<file path="config.mk">
export PLATFORM = sky130hd
export DESIGN_NAME = regfile_sb
export DESIGN_NICKNAME = d
export VERILOG_FILES = /design/src/rtl/regfile_pkg.sv /design/src/rtl/regfile_ld_ext.sv /design/src/rtl/regfile_sb.sv
export SDC_FILE = /design/constraint.sdc
export NUM_CORES = 2
export LEC_CHECK = 0
export CORE_UTILIZATION = 49
export DETAILED_ROUTE_END_ITERATION = 10
export HOLD_SLACK_MARGIN = 0.06
export PLACE_DENSITY = 0.65
export SYNTH_ARGS = -nofsm -noshare
export SYNTH_HDL_FRONTEND = slang
export SYNTH_SLANG_ARGS = --single-unit
</file>
<file path="constraint.sdc">
create_clock -name clk -period 74 [get_ports clk]
set_clock_uncertainty 0.2 [all_clocks]
set_input_delay 14.8 -clock clk [delete_from_list [all_inputs] [get_ports clk]]
set_output_delay 14.8 -clock clk [all_outputs]
set_load 0.005 [all_outputs]
</file>
<file path="src/rtl/regfile_pkg.sv">
// regfile_pkg: load-type encodings, default width and load-type legality check shared by the register file.
package regfile_pkg;
   localparam int XLEN_DEF = 32;
   typedef enum logic [2:0] {
      F3_LB  = 3'd0,
      F3_LH  = 3'd1,
      F3_LW  = 3'd2,
      F3_LBU = 3'd4,
      F3_LHU = 3'd5
   } ld_type_e;
   function automatic logic is_ld_legal(input logic [2:0] f);
      return f inside {F3_LB, F3_LH, F3_LW, F3_LBU, F3_LHU};
   endfunction
endpackage

</file>
<file path="src/rtl/regfile_ld_ext.sv">
// regfile_ld_ext: combinational load sign/zero extension of a raw memory word, with an illegal-type flag.
module regfile_ld_ext
   import regfile_pkg::*;
#(
   parameter int XLEN = XLEN_DEF
) (
   input  logic [XLEN-1:0] wb_data,
   input  logic [2:0]      wb_funct3,
   output logic [XLEN-1:0] ext_data,
   output logic            illegal
);
   always_comb begin
      illegal  = !is_ld_legal(wb_funct3);
      ext_data = (wb_funct3 == F3_LB)  ? {{(XLEN-8){wb_data[7]}}, wb_data[7:0]}    :
                 (wb_funct3 == F3_LH)  ? {{(XLEN-16){wb_data[15]}}, wb_data[15:0]} :
                 (wb_funct3 == F3_LBU) ? {{(XLEN-8){1'b0}}, wb_data[7:0]}          :
                 (wb_funct3 == F3_LHU) ? {{(XLEN-16){1'b0}}, wb_data[15:0]}        :
                 wb_data;
   end
endmodule

</file>
<file path="src/rtl/regfile_sb.sv">
// regfile_sb: multi-port register file with load extension and busy-bit scoreboard.
// Define REGFILE_BYPASS_EN to forward a same-edge write to the registered read ports.
module regfile_sb
   import regfile_pkg::*;
#(
   parameter  int XLEN   = XLEN_DEF,
   parameter  int NREGS  = 32,
   parameter  int NRD    = 2,
   parameter  int MAX_LD = 2,
   localparam int AW     = $clog2(NREGS),
   localparam int CW     = $clog2(MAX_LD + 1)
) (
   input  logic              clk,
   input  logic              resetn,
   input  logic [NRD*AW-1:0] rd_addr,
   output logic [NRD*XLEN-1:0] rd_data,
   output logic [NRD-1:0]    rd_busy,
   input  logic              wb_valid,
   input  logic [AW-1:0]     wb_addr,
   input  logic [XLEN-1:0]   wb_data,
   input  logic              wb_is_load,
   input  logic [2:0]        wb_funct3,
   input  logic              ld_issue_valid,
   input  logic [AW-1:0]     ld_issue_addr,
   output logic              ld_issue_ready,
   output logic [CW-1:0]     ld_cnt,
   output logic              wb_err
);
   logic [XLEN-1:0]     regs_q [NREGS];
   logic [XLEN-1:0]     regs_d [NREGS];
   logic [NREGS-1:0]    busy_q, busy_d;
   logic [CW-1:0]       cnt_q, cnt_d;
   logic [NRD*XLEN-1:0] rd_data_q, rd_data_d;
   logic [NRD-1:0]      rd_busy_q, rd_busy_d;
   logic                err_q, err_d;
   logic [XLEN-1:0]     ext_data;
   logic                ext_ill, wb_ld, issue;

   regfile_ld_ext #(.XLEN(XLEN)) u_ext (
      .wb_data  (wb_data),
      .wb_funct3(wb_funct3),
      .ext_data (ext_data),
      .illegal  (ext_ill)
   );

   always_comb begin
      wb_ld          = wb_valid && wb_is_load;
      // A retiring load frees its count slot and its own busy bit within the same cycle
      ld_issue_ready = (cnt_q < CW'(MAX_LD) || wb_ld) &&
                       (!busy_q[ld_issue_addr] || (wb_ld && wb_addr == ld_issue_addr));
      issue          = ld_issue_valid && ld_issue_ready;
      cnt_d          = (issue && !wb_ld) ? cnt_q + CW'(1) :
                       (!issue && wb_ld && cnt_q != '0) ? cnt_q - CW'(1) : cnt_q;
      err_d          = (wb_ld && (cnt_q == '0 || ext_ill)) ||
                       (wb_valid && !wb_is_load && busy_q[wb_addr]);
      regs_d         = regs_q;
      if (wb_valid && wb_addr != '0 && !(wb_is_load && ext_ill))
         regs_d[wb_addr] = wb_is_load ? ext_data : wb_data;
      busy_d = busy_q;
      if (wb_ld)
         busy_d[wb_addr] = 1'b0;
      if (issue)
         busy_d[ld_issue_addr] = 1'b1;
      busy_d[0] = 1'b0;
      for (int i = 0; i < NRD; i++) begin
`ifdef REGFILE_BYPASS_EN
         rd_data_d[i*XLEN +: XLEN] = regs_d[rd_addr[i*AW +: AW]];
`else
         rd_data_d[i*XLEN +: XLEN] = regs_q[rd_addr[i*AW +: AW]];
`endif
         rd_busy_d[i] = busy_d[rd_addr[i*AW +: AW]];
      end
   end

   always_ff @(posedge clk or posedge resetn) begin
      if (resetn) begin
         regs_q    <= '{default: '0};
         busy_q    <= '0;
         cnt_q     <= '0;
         rd_data_q <= '0;
         rd_busy_q <= '0;
         err_q     <= 1'b0;
      end else begin
         regs_q    <= regs_d;
         busy_q    <= busy_d;
         cnt_q     <= cnt_d;
         rd_data_q <= rd_data_d;
         rd_busy_q <= rd_busy_d;
         err_q     <= err_d;
      end
   end

   assign rd_data = rd_data_q;
   assign rd_busy = rd_busy_q;
   assign ld_cnt  = cnt_q;
   assign wb_err  = err_q;
endmodule

</file>
### Word level (Yosys, flattened, before mapping)

Cells that the tools add are included.

| operators by class | value |
|---|---|
| order comparisons | 11 |
| reductions and logical operators | 32 |
| multiplexer cells | 30 |
| bitwise gates (word level) | 6 |
| eq/ne operators | 5 |
| add/sub/neg operators | 2 |

Operators with widths:

| kind | number |
|---|---|
| bitwise mux 1024 bit | 1 |
| two-way mux 32 bit | 12 |
| binary-select mux 32 bit (select 5 bit) | 2 |
| demux 32 bit (select 5 bit) | 1 |
| AND 32 bit | 1 |
| NOT 32 bit | 1 |
| bitwise OR 32 bit | 1 |
| < comparator 5 x 6 -> 1 bit (second input constant) | 4 |
| binary-select mux 1 bit (select 5 bit) | 4 |
| greater-or-equal comparator 6 bit (second input constant) | 3 |
| NOT 5 -> 6 bit | 3 |
| logical AND 1 bit | 16 |
| demux 1 bit (select 5 bit) | 2 |
| greater-or-equal comparator 5 x 1 -> 1 bit (second input constant) | 2 |
| nonzero test 5 bit | 2 |
| equality test 3 bit (second input constant) | 2 |
| logical NOT 1 bit | 6 |
| < comparator 6 x 1 -> 1 bit (second input constant) | 1 |
| two-way mux 1 bit | 6 |
| equality test 5 bit | 1 |
| logical OR 1 bit | 4 |
| two-way mux 2 bit | 2 |
| nonzero test 2 bit | 2 |
| equality test 3 x 1 -> 1 bit (second input constant) | 1 |
| 6 further kinds | 6 |

| word-level totals | value |
|---|---|
| output and inout port bits | 70 |
| flip-flop bits (word level) | 1124 |

### Logic depth before layout (Yosys ltp)

| depth | value |
|---|---|
| depth after elaboration | 11 |
| mapped depth | 12 |
| gate-level depth less buffers | 9 |

### By module

From an unflattened synthesis, not the netlist that was laid out.

| second synthesis, totals | value |
|---|---|
| cell total of the unflattened synthesis | 4904 |
| area, all modules | 56919.6 um^2 |

Modules (own cells, without submodules):

| module | times used | cells an instance | area each (um^2) |
|---|---|---|---|
| regfile_sb | 1 | 4836 | 56543.0 |
| regfile_ld_ext | 1 | 68 | 376.6 |

### Worst setup path after synthesis

OpenSTA, ideal clock, no wires.

| timing | value |
|---|---|
| kind | in2out |
| start point | in ld_issue_addr[3] |
| end point | out ld_issue_ready |
| data required time | 59000 ps |
| stages on the path | 8 |
| arrival time | 16390 ps |
| setup slack | 42610 ps |
| path through | buf_4 -> or3b_2 -> o21ai_0 -> o22a_2 -> nand4b_2 -> o21ai_4 -> buf_6 -> and2_2 |

| on the way | value |
|---|---|
| word-level cells in the longest chain between the ends | 5 |

RTL lines:

| what | line | RTL |
|---|---|---|
| start, declared | regfile_sb.sv:24 | `input logic [AW-1:0] ld_issue_addr,` |
| binary-select mux 1 bit (select 5 bit) | regfile_sb.sv:50 | `(!busy_q[ld_issue_addr] \|\| (wb_ld && wb_addr == ld_issue_addr));` |
| two-way mux 1 bit (implied by the code) | regfile_sb.sv:50 |  |
| logical NOT 1 bit | regfile_sb.sv:50 |  |
| logical OR 1 bit (*) | regfile_sb.sv:50 |  |
| logical AND 1 bit (*) | regfile_sb.sv:49 | `ld_issue_ready = (cnt_q < CW'(MAX_LD) \|\| wb_ld) &&` |
| end, declared | regfile_sb.sv:25 | `output logic ld_issue_ready,` |

Mark *: on every way between the ends. The rest lies on a longest branch, timed or not. The select of a mux whose other input is x is not followed.

### Worst setup path after layout

| timing | value |
|---|---|
| start point | in ld_issue_addr[0] |
| end point | out ld_issue_ready |

Same word-level chain as after synthesis.

==> run metrics <==
total negative slack=0 ns; Final Max Tran Viols=0; Cell Area, Synth=roughly 57000 um^2; count of cell types in the netlist=between 70 and 80; chip height=344 um; largest net degree at the start of global routing=roughly 170; hold path endpoint=regs_q[1002]; CTS Buffer Depth=3; CTS resizes=0; Worst path max stage delay=approximately 0.50 ns; Crit path top cell by count=clkdlybuf4s50_1; Worst Setup Start Kind=input pin; Synthesis Warnings=0; max cap viols=0; Clock transition at path regs=0.06 ns; Setup-failing EPs final=0; DPL Wire Length=about 89000 um; core area=between 100000 and 150000 um^2; Initial Utilization=about half; number of buffers added on ports=roughly 130; crit end category=output pin; worst-margin pin slew=1.29 ns; Pre-antenna DRT Iters=10; number of global-route vias before repair=38.5k; num rows=around 130; clk sinks=approximately 1.1k; routed wire length=171000 um; clock latency on the worst-skew pair=approximately 0.73 ns; Worst EP arrival=between 15 and 20 ns; vias per cell=approximately 6.4; vias after detailed routing=~38k; grt total ovfl=0; CP delay by family, top=buffers and inverters; clock tree root driver cell=clkbuf_16; H-tree lvl count=3; Hold Startpoint=regs_q[1002]; die area=about 120000 um^2; share of layout cells above drive strength 1=between 20 and 30%; register area share after synthesis=approximately half; reg2reg end=rd_busy[1]; Rel. slew slack=14.2%; post-synthesis instance total=about 4.5k; CTS tree=built; max frequency=around 0.030 GHz; gr usage total=between 20% and 30%; CTS Hold Bufs=0; Final Net Count=around 4.4k; number of flops mapped to enable cells by yosys=0; IR Drop Worst-Case VDD=roughly 0.000022 V; required time worst endpoint=59.00 ns; P&R area growth vs syn=10.7%; I/O pin count=130; reg-to-reg slack, setup=slightly above 70 ns; CP Class=input pin to output pin; first-pass GRT wire length=257000 um; status=finished with violations; Routed WL per cell=28.6 um; GP Congestion=roughly 0.92; total CTS buffers=between 100 and 150; RSZ-0062 raised after global routing=no; Avg Cell Area, Syn=12.7 um^2; iteration-0 DRC count of the detailed router=4084; crit path max fanout=27; antenna-violating nets left=0; critical path, cell by cell=clkdlybuf4s50_1 > buf_4 > mux2i_1 > o21ai_0 > o22a_2 > nand4b_2 > o21ai_4 > and2_2 > clkdlybuf4s50_1; Die Width=344 um; Worst R2R Start=busy_q[13]; Buf+Inv Stages, Crit Path=3; Final Cycle Share=around 44%; R2R cell count=8; Final Hold Fails=0; Final min period=32.86 ns; PwrDens=28.4 nW/um^2; Synth Register Bits=approximately 1.1k; syn nets=between 4k and 5k; Synth Flop Type=dfrtp_1; total power=approximately 0.0018 W; Hold Path Class=register to register; postcts setup bufs=0; hold path depth=0; initial antenna violation count=5; final routed DRC violation total=4; P_leak=roughly 27 nW; Synth async-reset ratio=between 90% and 100%; Slowest cell on crit path=clkdlybuf4s50_1; violated checks=DRC
[synth_stat cells (10+ instances only)]
library cell / count / share of area, %
a21oi_1: 171 / 1.5
and2_1: 11 / 0.12
buf_1: 50 / 0.33
buf_2: 12 / 0.10
clkbuf_1: 424 / 2.8
clkbuf_8: 13 / 0.31
dfrtp_1: 1124 / 49
mux2_2: 285 / 5.6
mux2i_1: 12 / 0.21
mux4_2: 655 / 26
nand2_1: 753 / 4.9
nor2_1: 170 / 1.1
nor3_1: 11 / 0.096
o21ai_0: 671 / 5.9
o22ai_1: 10 / 0.11
[placed cells by master (no fill, tap or decap), drive strengths merged, types with 7 or more instances in the layout]
| master | count |
|---|---|
| dfrtp | 1124 |
| nand2 | 753 |
| o21ai | 673 |
| mux4 | 656 |
| mux2 | 287 |
| clkbuf | 173 |
| a21oi | 172 |
| nor2 | 170 |
| clkdlybuf4s50 | 120 |
| buf | 72 |
| clkinv | 28 |
| bufinv | 14 |
| inv | 14 |
| and2 | 13 |
| mux2i | 12 |
| nor3 | 11 |
| o22ai | 10 |
| nand2b | 10 |
| nand3 | 9 |
| or2 | 8 |
| nor2b | 7 |
| o211ai | 7 |
[per-stage QoR]
step,utilization [%],std cells,cell area [um^2],worst slack (ns),hold WS (ns)
CTS,54.7,5960,63400,41.17,0.197
finish,54.7,5962,63400,41.14,0.193
global placement,51.1,5737,59300,41.23,0.177
global route,54.7,5961,63400,41.01,0.207
detailed placement,51.1,5737,59300,41.19,0.183
floorplan,-,4526,57300,27.35,0.241
[cell families (layout without fill, tap and decap cells)]
group	Yosys count	in the layout	share of synthesized area, %
flops	1124	1124	49.1
simple gates	1018	1018	7.17
mux	955	955	31.6
compound gates	906	906	8.30
buf+inv	515	425	3.70
xor+xnor	8	8	0.122
other cells	0	2	0
[layout make-up]
class / instances / area, um^2
inverter: 10 / 51.3
tap: 1524 / 1910
fill: 9572 / 52600
clock buffer: 173 / 3480
multi-input combinational: 2887 / 27400
clock inverter: 50 / 674
timing repair buffer: 192 / 1810
sequential: 1124 / 28100
antenna: 2 / 5.00
[worst max path at each step]
stage	start	to	slack, ns	cells after the start
after detailed placement	ld_issue_addr[0]	ld_issue_ready	41.19	9
after global routing	ld_issue_addr[0]	ld_issue_ready	41.01	9
after global placement	ld_issue_addr[0]	ld_issue_ready	41.23	9
after floorplan	resetn	busy_q[10]	27.35	1
final	ld_issue_addr[0]	ld_issue_ready	41.14	9
after CTS	ld_issue_addr[0]	ld_issue_ready	41.17	9
[power breakdown]
part | internal [W] | leakage (nW) | switching [W]
sequential | 0.000730 | 14.7 | 0.0000831
combinational | 0.000203 | 10.4 | 0.000155
clock | 0.000374 | 2.06 | 0.000258
total | 0.00131 | 27.1 | 0.000496
[layer usage]
| layer | routed length, um | track usage (%) |
|---|---|---|
| met1 | 69900 | 41.1 |
| met2 | 81500 | 46.7 |
| met3 | 13800 | 5.91 |
| met4 | 5500 | 9.80 |
| met5 | 9 | 0 |
[state kept, by name, indices dropped and copies added (netlist names)]
register and cells:
wb_err 1, ld_cnt 2, regs_q 1024, rd_busy 2
busy_q 31, rd_data 64
(Power assumes the default switching activity.)
